===== src/rtl/execute_lsu_mc.sv =====
// execute_lsu_mc: multi-cycle load/store execute stage with bus handshake, store-buffer push,
// writeback/bypass outputs and flush draining.  Rev 1.0
`default_nettype none

module execute_lsu_mc #(
  parameter int ADDR_WIDTH       = 32,
  parameter int DATA_WIDTH       = 32,
  parameter int ROB_ID_WIDTH     = 7,
  parameter int PHY_REG_ID_WIDTH = 6,
  parameter int EXC_ID_WIDTH     = 5,
  parameter bit MISALIGN_CHECK   = 1'b1
) (
  input  logic                        clk,
  input  logic                        rst,
  input  logic                        issue_valid,
  output logic                        issue_pop,
  input  logic [ROB_ID_WIDTH-1:0]     issue_rob_id,
  input  logic [2:0]                  issue_op,
  input  logic [ADDR_WIDTH-1:0]       issue_addr,
  input  logic [DATA_WIDTH-1:0]       issue_src2,
  input  logic [PHY_REG_ID_WIDTH-1:0] issue_rd_phy,
  input  logic                        issue_rd_enable,
  input  logic                        issue_has_exception,
  input  logic [EXC_ID_WIDTH-1:0]     issue_exception_id,
  output logic                        bus_read_req,
  output logic [ADDR_WIDTH-1:0]       bus_read_addr,
  output logic [2:0]                  bus_read_size,
  input  logic                        bus_read_ready,
  input  logic                        bus_rdata_valid,
  input  logic [DATA_WIDTH-1:0]       bus_rdata,
  output logic                        stbuf_push,
  output logic [ROB_ID_WIDTH-1:0]     stbuf_rob_id,
  output logic [ADDR_WIDTH-1:0]       stbuf_addr,
  output logic [2:0]                  stbuf_size,
  output logic [DATA_WIDTH-1:0]       stbuf_data,
  input  logic                        stbuf_full,
  input  logic                        flush,
  output logic                        wb_we,
  output logic                        wb_flush,
  output logic [ROB_ID_WIDTH-1:0]     wb_rob_id,
  output logic [DATA_WIDTH-1:0]       wb_rd_value,
  output logic                        wb_has_exception,
  output logic [EXC_ID_WIDTH-1:0]     wb_exception_id,
  output logic [ADDR_WIDTH-1:0]       wb_exception_value,
  output logic                        fb_enable,
  output logic [PHY_REG_ID_WIDTH-1:0] fb_phy_id,
  output logic [DATA_WIDTH-1:0]       fb_value
);

  localparam logic [EXC_ID_WIDTH-1:0] EXC_LOAD_MISALIGN  = EXC_ID_WIDTH'(4);
  localparam logic [EXC_ID_WIDTH-1:0] EXC_STORE_MISALIGN = EXC_ID_WIDTH'(6);

  typedef enum logic [1:0] {
    S_IDLE      = 2'd0,
    S_LOAD_REQ  = 2'd1,
    S_LOAD_WAIT = 2'd2,
    S_DRAIN     = 2'd3
  } state_t;

  state_t                      state_q;
  logic [ROB_ID_WIDTH-1:0]     ld_rob_q;
  logic [2:0]                  ld_op_q;
  logic [ADDR_WIDTH-1:0]       ld_addr_q;
  logic [PHY_REG_ID_WIDTH-1:0] ld_phy_q;
  logic                        ld_rd_en_q;

  logic       is_store_w;
  logic [2:0] size_w;
  logic       misalign_w;
  logic [DATA_WIDTH-1:0] load_result_w;

  function automatic logic [2:0] op_size(input logic [2:0] op);
    case (op)
      3'd0, 3'd3, 3'd5: op_size = 3'd1;
      3'd1, 3'd4, 3'd6: op_size = 3'd2;
      default:          op_size = 3'd4;
    endcase
  endfunction

  assign is_store_w = (issue_op >= 3'd5);
  assign size_w     = op_size(issue_op);
  assign misalign_w = MISALIGN_CHECK &&
                      (((size_w == 3'd2) && issue_addr[0]) ||
                       ((size_w == 3'd4) && (issue_addr[1:0] != 2'b00)));

  // Exceptions and misaligned ops retire without touching the store buffer, so a full buffer only stalls clean stores.
  always_comb begin
    issue_pop  = 1'b0;
    stbuf_push = 1'b0;
    if (state_q == S_IDLE && issue_valid && !flush) begin
      if (issue_has_exception || misalign_w || !is_store_w) begin
        issue_pop = 1'b1;
      end else if (!stbuf_full) begin
        issue_pop  = 1'b1;
        stbuf_push = 1'b1;
      end
    end
  end

  always_comb begin
    stbuf_data = '0;
    case (size_w)
      3'd1:    stbuf_data[7:0]  = issue_src2[7:0];
      3'd2:    stbuf_data[15:0] = issue_src2[15:0];
      default: stbuf_data[31:0] = issue_src2[31:0];
    endcase
  end

  assign stbuf_rob_id = issue_rob_id;
  assign stbuf_addr   = issue_addr;
  assign stbuf_size   = size_w;

  always_comb begin
    case (ld_op_q)
      3'd0:    load_result_w = DATA_WIDTH'($signed(bus_rdata[7:0]));
      3'd1:    load_result_w = DATA_WIDTH'($signed(bus_rdata[15:0]));
      3'd3:    load_result_w = DATA_WIDTH'(bus_rdata[7:0]);
      3'd4:    load_result_w = DATA_WIDTH'(bus_rdata[15:0]);
      default: load_result_w = DATA_WIDTH'($signed(bus_rdata[31:0]));
    endcase
  end

  assign bus_read_req  = (state_q == S_LOAD_REQ);
  assign bus_read_addr = ld_addr_q;
  assign bus_read_size = op_size(ld_op_q);

  always_ff @(posedge clk) begin
    if (rst) begin
      state_q            <= S_IDLE;
      ld_rob_q           <= '0;
      ld_op_q            <= '0;
      ld_addr_q          <= '0;
      ld_phy_q           <= '0;
      ld_rd_en_q         <= 1'b0;
      wb_we              <= 1'b0;
      wb_flush           <= 1'b1;
      wb_rob_id          <= '0;
      wb_rd_value        <= '0;
      wb_has_exception   <= 1'b0;
      wb_exception_id    <= '0;
      wb_exception_value <= '0;
      fb_enable          <= 1'b0;
      fb_phy_id          <= '0;
      fb_value           <= '0;
    end else begin
      wb_we     <= 1'b0;
      wb_flush  <= 1'b1;
      fb_enable <= 1'b0;
      case (state_q)
        S_IDLE: begin
          if (issue_pop) begin
            if (issue_has_exception || misalign_w || is_store_w) begin
              wb_we              <= 1'b1;
              wb_flush           <= 1'b0;
              wb_rob_id          <= issue_rob_id;
              wb_rd_value        <= '0;
              wb_has_exception   <= issue_has_exception || misalign_w;
              wb_exception_id    <= issue_has_exception ? issue_exception_id :
                                    !misalign_w         ? '0 :
                                    is_store_w          ? EXC_STORE_MISALIGN : EXC_LOAD_MISALIGN;
              wb_exception_value <= (!issue_has_exception && misalign_w) ? issue_addr : '0;
            end else begin
              ld_rob_q   <= issue_rob_id;
              ld_op_q    <= issue_op;
              ld_addr_q  <= issue_addr;
              ld_phy_q   <= issue_rd_phy;
              ld_rd_en_q <= issue_rd_enable;
              state_q    <= S_LOAD_REQ;
            end
          end
        end
        S_LOAD_REQ: begin
          if (bus_read_ready) begin
            state_q <= flush ? S_DRAIN : S_LOAD_WAIT;
          end else if (flush) begin
            state_q <= S_IDLE;
          end
        end
        S_LOAD_WAIT: begin
          if (bus_rdata_valid) begin
            state_q <= S_IDLE;
            if (!flush) begin
              wb_we              <= 1'b1;
              wb_flush           <= 1'b0;
              wb_rob_id          <= ld_rob_q;
              wb_rd_value        <= load_result_w;
              wb_has_exception   <= 1'b0;
              wb_exception_id    <= '0;
              wb_exception_value <= '0;
              fb_enable          <= ld_rd_en_q;
              fb_phy_id          <= ld_phy_q;
              fb_value           <= load_result_w;
            end
          end else if (flush) begin
            state_q <= S_DRAIN;
          end
        end
        default: begin
          // An accepted request always returns data; swallow it before taking new work.
          if (bus_rdata_valid) state_q <= S_IDLE;
        end
      endcase
    end
  end

endmodule

`default_nettype wire

===== config.mk =====
export PLATFORM = sky130hd
export DESIGN_NAME = execute_lsu_mc
export DESIGN_NICKNAME = d
export VERILOG_FILES = /design/src/rtl/execute_lsu_mc.sv
export SDC_FILE = /design/constraint.sdc
export NUM_CORES = 1
export LEC_CHECK = 0
export ABC_CLOCK_PERIOD_IN_PS = 2400
export CAP_MARGIN = 10
export CORE_ASPECT_RATIO = 1.75
export CORE_MARGIN = 2
export CORE_UTILIZATION = 30
export DETAILED_ROUTE_END_ITERATION = 10
export PLACE_DENSITY = 0.66
export SLEW_MARGIN = 20
export SYNTH_ARGS = -nofsm -noshare
export SYNTH_HDL_FRONTEND = slang
export SYNTH_SLANG_ARGS = --single-unit

===== constraint.sdc =====
create_clock -name clk -period 2.4 [get_ports clk]
set_clock_uncertainty 0.15 [all_clocks]
set_input_delay 0.36 -clock clk [delete_from_list [all_inputs] [get_ports clk]]
set_output_delay 0.36 -clock clk [all_outputs]
set_load 0.02 [all_outputs]

* Word level (Yosys, flattened, before mapping)
Index checks and enable logic that the tools add are counted.
Operators by class: magnitude comparators 1, eq/ne operators 22, multiplexer cells 58, bitwise logic cells 4, reductions and logical operators 28
Operator list (count):
- two-way mux 32 bit | 9
- case mux 32 bit (2 select lines) | 2
- case mux 32 bit (4 select lines) | 1
- two-way mux 7 bit | 4
- two-way mux 5 bit | 5
- equality test 3 bit, second input constant | 7
- two-way mux 1 bit | 18
- two-way mux 16 bit | 1
- two-way mux 2 bit | 8
- case mux 7 bit (2 select lines) | 1
- case mux 3 bit (2 select lines) | 2
- OR reduction 3 bit | 4
- case mux 5 bit (2 select lines) | 1
- AND reduction 5 bit | 2
- equality test 3 x 1 -> 1 bit, second input constant | 3
- equality test 3 x 2 -> 1 bit, second input constant | 3
- two-way mux 8 bit | 1
- != test 2 bit, second input constant | 4
- logical NOT 3 bit | 2
- case mux 1 bit (2 select lines) | 3
- case mux 2 bit (3 select lines) | 1
- AND reduction 3 bit | 2
- logical AND 1 bit | 5
- logical OR 1 bit | 4
- other kinds (14) | 20
Storage, ports and cells: register bits after elaboration 169, input port bits 126, output and inout bits 230, logic and storage cells 129

* Depth between registers and ports, before layout
Gate-level depths: netlist of run 1.
depth after elaboration 12, depth in mapped cells 11, gate-level depth less buffers 9

* Worst setup path before layout of run 1
Ideal clock, no wire load.
kind input -> output, from input port issue_op[0], to output port stbuf_push, arrival time 2.261 ns, required time 1.890 ns, path slack -0.371 ns, stages 7, cells stage by stage xor2_1 > o21ai_0 > inv_1 > ha_1 > o21ai_1 > nand3_1 > nor4_1
Between the ends: cells in the longest elaborated chain, start to end 10, elaborated cells between the ends (all ways) 20, classes of those cells 1 x order compare; 7 x eq/ne; 3 x mux; 9 x reduce/logical
RTL lines:
- from (decl) | RTL line 18 | input logic [2:0] issue_op,
- equality test 3 x 1 -> 1 bit (tied with other cells) | RTL line 73 | case (op)
- OR reduction 3 bit | RTL line 73
- case mux 3 bit (2 select lines) * | RTL line 73
- net stbuf_size[2] | RTL line 34 | output logic [2:0] stbuf_size,
- equality test 3 x 2 -> 1 bit / equality test 3 bit (equally long branches) | RTL line 83, 84
- logical AND 1 bit, on equally long branches | RTL line 83, 84
- logical OR 1 bit * | RTL line 83 | (((size_w == 3'd2) && issue_addr[0]) ||
- logical OR 1 bit * (2 in a row) | RTL line 91 | if (issue_has_exception || misalign_w || !is_store_w) begin
- two-way mux 1 bit * | RTL line 91
- two-way mux 1 bit * | RTL line 90 | if (state_q == S_IDLE && issue_valid && !flush) begin
- to (decl) | RTL line 31 | output logic stbuf_push,
The timed path passes the listed nets; every way through them passes the cells marked *.

* Final worst setup path of run 1
from input port issue_op[0], to output port stbuf_push
Between the ends: cells in the longest elaborated chain, start to end 10, elaborated cells between the ends (all ways) 20, classes of those cells 1 x order compare; 7 x eq/ne; 3 x mux; 9 x reduce/logical
RTL lines (RTL line):
- equality test 3 x 1 -> 1 bit (tied with other cells) | 73
- OR reduction 3 bit | 73
- case mux 3 bit (2 select lines) | 73
- equality test 3 x 2 -> 1 bit / equality test 3 bit (equally long branches) | 83, 84
- logical AND 1 bit, on equally long branches | 83, 84
- logical OR 1 bit | 83
- logical OR 1 bit | 91
- logical OR 1 bit * | 91
- two-way mux 1 bit * | 91
- two-way mux 1 bit * | 90
Mark *: on every way between the ends. The rest lies on a longest branch, timed or not.

==> results of run 1 <==
-- state kept, by name (all words and copies together), names as in the netlist --
register and count:
bus_read_addr 32, fb_enable 1, fb_phy_id 6, fb_value 32
ld_op_q 3, ld_phy_q 6, ld_rd_en_q 1, ld_rob_q 7
state_q 2, wb_exception_id 5, wb_exception_value 32, wb_flush 1
wb_has_exception 1, wb_rd_value 32, wb_rob_id 7, wb_we 1
-- worst max-delay path, delay by kind of cell --
| kind | cells | cell delay, ns |
|---|---|---|
| XOR/XNOR | 1 | 0.17 |
| AND/OR/NAND/NOR | 2 | 0.26 |
| buffers and inverters | 5 | 0.56 |
| adder cells (fa/ha/maj) | 1 | 0.17 |
| AO/OA/AOI/OAI | 2 | 0.30 |
-- metal layers --
metal,up-vias,GRT usage,routed length [um]
met3,45,0.0500,1410
met5,-,0,0
met1,3258,0.221,9970
met2,229,0.344,13000
li1,3456,-,-
met4,0,0.0848,843
-- worst max path at each step --
stage / startpoint / endpoint / slack, ns / cells after the start
after global routing: issue_op[0] / stbuf_push / -0.05 / 11
after floorplan: issue_op[0] / wb_rob_id[0] / 0.01 / 9
final: issue_op[0] / stbuf_push / 0.06 / 11
after global placement: issue_op[2] / stbuf_push / -0.89 / 9
after CTS: issue_op[0] / stbuf_data[16] / 0.00008 / 9
after detailed placement: issue_op[2] / stbuf_push / -0.90 / 9
-- cell families after synthesis --
group,Yosys count
adder cells (fa/ha/maj),3
multiplexers,60
AND/OR/NAND/NOR,352
XOR/XNOR,2
buffers and inverters,115
AO/OA/AOI/OAI,167
flip-flops,169
-- area by class of cell --
type,count,area share
Timing Repair Buffer,401,0.335
Sequential cell,169,0.291
Multi-Input combinational cell,584,0.287
Clock buffer,20,0.0392
Tap cell,308,0.0331
Clock inverter,12,0.0120
Inverter,7,0.00269
Antenna cell,1,0.000215
-- report_power, final --
group	switching (mW)	total (mW)	internal, mW
sequential	0.0231	2.87	2.85
clock	1.19	2.80	1.60
combinational	0.586	1.14	0.558
total	1.80	6.81	5.01
-- layout by cell type (no fill, tap or decap), types with 3 or more instances in the layout --
cell type,synthesis,layout
clkbuf_2,0,5
inv_6,0,3
and2_1,17,17
dfxtp_1,169,168
nand4_1,3,3
a211o_1,16,16
buf_2,19,12
inv_1,7,5
nor2b_1,23,21
a32o_1,3,3
clkbuf_16,0,17
mux2_1,7,7
buf_6,0,3
dlygate4sd2_1,0,12
buf_12,0,11
o21ai_0,37,35
nand2_1,281,280
clkdlybuf4s50_1,0,303
buf_4,53,53
a21oi_1,78,76
nor2_1,8,6
o22ai_1,16,16
mux2i_1,51,51
clkinvlp_4,0,5
-- through the flow --
step / setup WS [ns] / power [mW]
global placement: -0.889 / 4.10
floorplan: 0.0114 / 3.48
detailed placement: -0.903 / 4.10
global route: -0.0541 / 7.08
finish: 0.0590 / 6.81
CTS: 0.0000848 / 6.91
-- timing repair --
item | CTS | global route
setup endpoints to repair | 184 | 38
pin swaps | 6 | 5
setup buffers | 2 | 0
gates cloned | 0 | 0
resized for setup | 88 | 38
==> results.md, run 1 <==
- Outcome: completed
- Final hold vios: 0
- Flop-to-flop setup slack: 0.34 ns
- Post-synth EDFFs: 0
- Slew margin rel.: 0.687
- Hold Crit Depth: 2
- Hold Path Origin: rst
- Reg clk slew, reported paths: 0.06 ns
- Core Box Area: 23,800 um2
- Top-count cell post-synth: nand2_1
- Fmax: 0.427 GHz
- TritonCTS buffer count: 17
- Worst path arrival time: 1.83 ns
- Largest family of logic cells by synthesized area: simple AND/OR/NAND/NOR gates
- 1st-iter DRT viols: 357
- Synth warn: 0
- Via count: 6,988
- Drt wl/cell: 16.8 um
- Top post-synthesis cells by count: nand2_1, dfxtp_1, a21oi_1
- First-pass GRT wire length: 38,400 um
- Synth Area in XOR/XNOR: 0.00242
- Vias in the first global route: 6,844
- Placed instance area: 11,000 um2
- Worst path most repeated cell: buf_4
- Multi-input combinational cell area: 3340 um2
- Die width: 121 um
- Initial antenna violation count: 1
- RSZ-0062 raised after global routing: yes
- #FFs+latches synth: 169
- Post-Syn Area: 7230 um2
- Leakage: 4.42 nW
- Crit-path slowest cell: o21ai_4
- Fillers: 2,323
- Number of nets in the layout: 1,309
- Routed Wire Length: 25,200 um
- H-tree depth: 4
- Slew Limit Fails: 0
- Synth Net Count: 997
- Setup violators final: 0
- Via-to-Cell Ratio: 4.65
- FF-to-FF path depth: 6
- Clock Sinks: 169
- Setup crit start kind: input port
- Sequential fraction of the synthesis area: 0.468
- Largest net degree at the start of global routing: 35
- Starting density of the core: 0.303
- Cell accounting for the most synthesized area: dfxtp_1
- Top-area cell type share of the netlist area: 0.468
- Worst-Skew Late Latency: 0.43 ns
- Max-cap viol count: 0
- Port Buffers: 339
- Hold Crit Class: in2reg
- Worst reg2reg path startpoint: state_q[0]
- Layout cells sized above 1: 0.126
- Worst slew pin tran: 0.469 ns
- Post-synth ARST share: 0
- Placed Cells: 1,467
- Post-route ant nets: 0
- Hold Slack: 0.119 ns
- GPL Wtd Cong: 0.808
- Worst-path cell chain: buf_8 -> xor2_2 -> o21ai_1 -> buf_4 -> buf_6 -> inv_6 -> ha_4 -> o21ai_4 -> nand3_4 -> nor4_4 -> buf_4
- Worst stage delay on the critical path: 0.18 ns
- Worst-case clock buffer depth: 2
- Worst endpoint required time: 1.89 ns
- Synth Area in Compound Gates: 0.138
- R2R Path End: wb_rd_value[9]
- Drt first pass iters: 7
- Fin crit share: 0.975
- CP Capture Type: output pin
- GR Util All Layers: 0.196
- Die height: 209 um
- Post-layout util: 0.488
- Post-layout instance area: 11,600 um2
- Flip-flop and latch area: 3380 um2
- Post-synthesis mux area share: 0.0862
- Worst setup path class: in2out
- Final setup TNS: 0 ns
- Peak supply drop: 460 uV
- Adder and majority gate portion of the synthesized area: 0.00519
- Hpwl dp: 18,900 um
- Hold-fix buffers at CTS: 0
- WHS Endpoint: ld_phy_q[3]
- Die ar.: 25,400 um2
- Number of distinct library cells after synthesis: 52
- Syn-to-layout area delta: 61.0%
- Remaining global-route overflow: 0
- # DRC: 0
- Final std cells w/o fill: 1,502
- CTS tree: done
- Primary FF master, synth: dfxtp_1
- Rows: 75
- Top Ports: 356
- PwrDens: 585 nW/um2
- Synth Area in Simple Gates: 0.209
- Synth Area per Inst: 8.33 um2
- Clock Root Buffer: clkbuf_16
- Ranking of synthesized cells by area: dfxtp_1, nand2_1, mux2i_1
- Crit Path Max Fanout: 4
- Post-Synthesis Cells: 868
- Minimum clock period: 2.34 ns
(Power assumes the default switching activity.)
==> inputs of run 2 (changes only) <==
- GPL_ROUTABILITY_DRIVEN: not set -> 0
==> results of run 2 <==
No change in the layout: final DEF, timing and power equal those of run 1.
==> inputs of run 3 (changes only) <==
- ABC_CLOCK_PERIOD_IN_PS: 2400 -> 2100
- clock period: 2.4 -> 2.1 ns (I/O delays scaled with it)
==> run 3 against run 2 <==
Net effect: the run now ends with negative setup slack left; count of clock-buffer cells in the layout rose by 1; register-to-register slack got worse by 0.30 ns; combinational power rose by 27%; largest cell class unchanged.
==> results.md, run 3 (synthesis results as in run 1) <==
- Outcome: complete, but fails checks
- Failing checks: negative setup slack
- Crit-path slowest cell: nor4_4
- Worst path arrival time: 1.82 ns (about the same)
- Placed Cells: 1,480 (+0.89%)
- Reg clk slew, reported paths: 0.06 ns (about the same)
- Crit Path Max Fanout: 4 (unchanged)
- Port Buffers: 339 (unchanged)
- Slew Limit Fails: 0 (unchanged)
- Die height: 209 um (unchanged)
- CTS tree: done
- Worst stage delay on the critical path: 0.24 ns (+0.06 ns)
- Syn-to-layout area delta: 67.0%
- Die width: 121 um (unchanged)
- Worst setup path class: in2out
- Via count: 7,097 (+1.6%)
- Post-route ant nets: 0 (unchanged)
- Worst-path cell chain: buf_8 -> xor2_2 -> o21ai_2 -> inv_2 -> ha_4 -> o21ai_4 -> nand3_4 -> buf_6 -> nor4_4 -> buf_4
- Hpwl dp: 18,500 um (-2.5%)
- Worst endpoint required time: 1.63 ns (-0.26 ns)
- Antenna diodes: 0 (-1)
- Clock Root Buffer: clkbuf_16
- Layout cells sized above 1: 0.158 (+0.0322)
- Remaining global-route overflow: 0 (unchanged)
- Slew margin rel.: 0.677 (-0.00935)
- PwrDens: 661 nW/um2 (+13%)
- Pre-CTS WS: -0.939 ns (-0.0359 ns)
- Setup violators final: 72 (+72)
- Number of nets in the layout: 1,333 (+1.8%)
- Worst-case clock buffer depth: 2 (unchanged)
- Fin crit share: 1.09
- Post-layout instance area: 12,100 um2 (+3.7%)
- Minimum clock period: 2.29 ns
- Worst reg2reg path startpoint: state_q[0]
- Leakage: 4.62 nW (+4.6%)
- Post-layout worst setup margin: -0.186 ns (-0.245 ns)
- Most common cell after layout, fill and taps aside: clkdlybuf4s50_1
- Total Power: 7.98 mW (+17%)
- Via-to-Cell Ratio: 4.66 (about the same)
- CP Capture Type: output pin
- Setup crit start kind: input port
- Vias in the first global route: 7,006 (+2.4%)
- Drt wl/cell: 16.7 um (-0.26%)
- Peak supply drop: 510 uV (+11%)
- FF-to-FF path depth: 7 (+1)
- Largest net degree at the start of global routing: 50 (+43%)
- Drt first pass iters: 4 (-3)
- TritonCTS buffer count: 17 (unchanged)
- Commonest cells after routing, fill and taps aside: clkdlybuf4s50_1, nand2_1, dfxtp_1, a21oi_1, buf_4
- Initial antenna violation count: 0 (-1)
- Core Box Area: 23,800 um2 (unchanged)
- Stages on the worst setup path: 10 (-1)
- Routed Wire Length: 25,500 um (+1.2%)
- Final std cells w/o fill: 1,524 (+1.5%)
- # DRC: 0 (unchanged)
- Fmax: 0.437 GHz
- Clock Sinks: 169 (unchanged)
- GR Util All Layers: 0.195 (-0.000688)
- Worst-Skew Late Latency: 0.43 ns (about the same)
- Hold Path Origin: issue_op[1]
- Family with the most delay on the worst path: buffers and inverters
- Starting density of the core: 0.303 (unchanged)
- Final hold vios: 0 (unchanged)
- Max-cap viol count: 0 (unchanged)
- Die ar.: 25,400 um2 (unchanged)
- Rows: 75 (unchanged)
- Worst slew pin tran: 0.483 ns (+0.0140 ns)
- H-tree depth: 4 (unchanged)
- RSZ-0062 raised after global routing: yes
- Worst Setup SP: issue_op[1]
- Top Ports: 356 (unchanged)
- Placed instance area: 11,200 um2 (+1.7%)
- Hold-fix buffers at CTS: 0 (unchanged)
- Hold Crit Depth: 4 (+2)
- Final setup TNS: -5.92 ns (-5.92 ns)
- First-pass GRT wire length: 38,600 um (+0.58%)
- 1st-iter DRT viols: 293 (-18%)
- Crit path buf inv count: 4 (-1)
- Hold Crit Class: in2reg
## run 3: changes by cell type in the layout (fill, tap and decap cells not counted), moves of 3 or more
cell	delta
o21ai_2	+5
buf_6	+10
o21ai_0	-26
clkbuf_16	+4
buf_12	+6
o21ai_1	+21
buf_4	+11
and2_4	+6
and2_1	-6
clkinvlp_4	-3
## run 3: cell type report
class / count / area [um2]
clock buffers: 21 / 460
fillers: 2308 / 11800
repair buffers: 425 / 4260
inverters: 7 / 28.8
multi-input cells: 584 / 3410
flip-flops and latches: 169 / 3390
clock inverters: 10 / 141
well taps: 308 / 385
## run 3: path summary, 6_finish.rpt
check,endpoint,slack (ns)
setup / recovery,stbuf_push,-0.19
hold / removal,ld_op_q[1],0.14
hold reg to reg,fb_value[21],0.29
setup reg to reg,wb_rd_value[31],0.04
## run 3: worst reg2reg max path, stage by stage (launching register included)
cell,delay (ns)
dfxtp_2,0.32
buf_4,0.18
nand4bb_1,0.31
mux2i_4,0.29
o21ai_4,0.13
clkbuf_16,0.18
clkbuf_16,0.16
a31o_2,0.23
## run 3: through the flow
stage / util / hold slack (ns)
final: 0.507 / 0.142
after global routing: 0.507 / 0.136
after CTS: 0.495 / 0.127
after detailed placement: 0.470 / 0.292
after global placement: 0.470 / 0.284
after floorplan: - / 0.282
## run 3: timing repair
item / CTS / global route
gates cloned: 0 / 4
setup buffers: 3 / 8
pin swaps: 9 / 13
resized for setup: 121 / 71
endpoints found under the setup margin: 195 / 84
## run 3: metal layers
layer,GRT usage,part of all wire
met1,0.220,0.39
met5,0,0
met2,0.346,0.53
met4,0.0832,0.028
met3,0.0462,0.051
## run 3: report_power, final
group / switching [mW] / total [mW] / internal (mW)
registers: 0.0259 / 3.28 / 3.26
logic: 0.702 / 1.45 / 0.747
clock network: 1.31 / 3.25 / 1.93
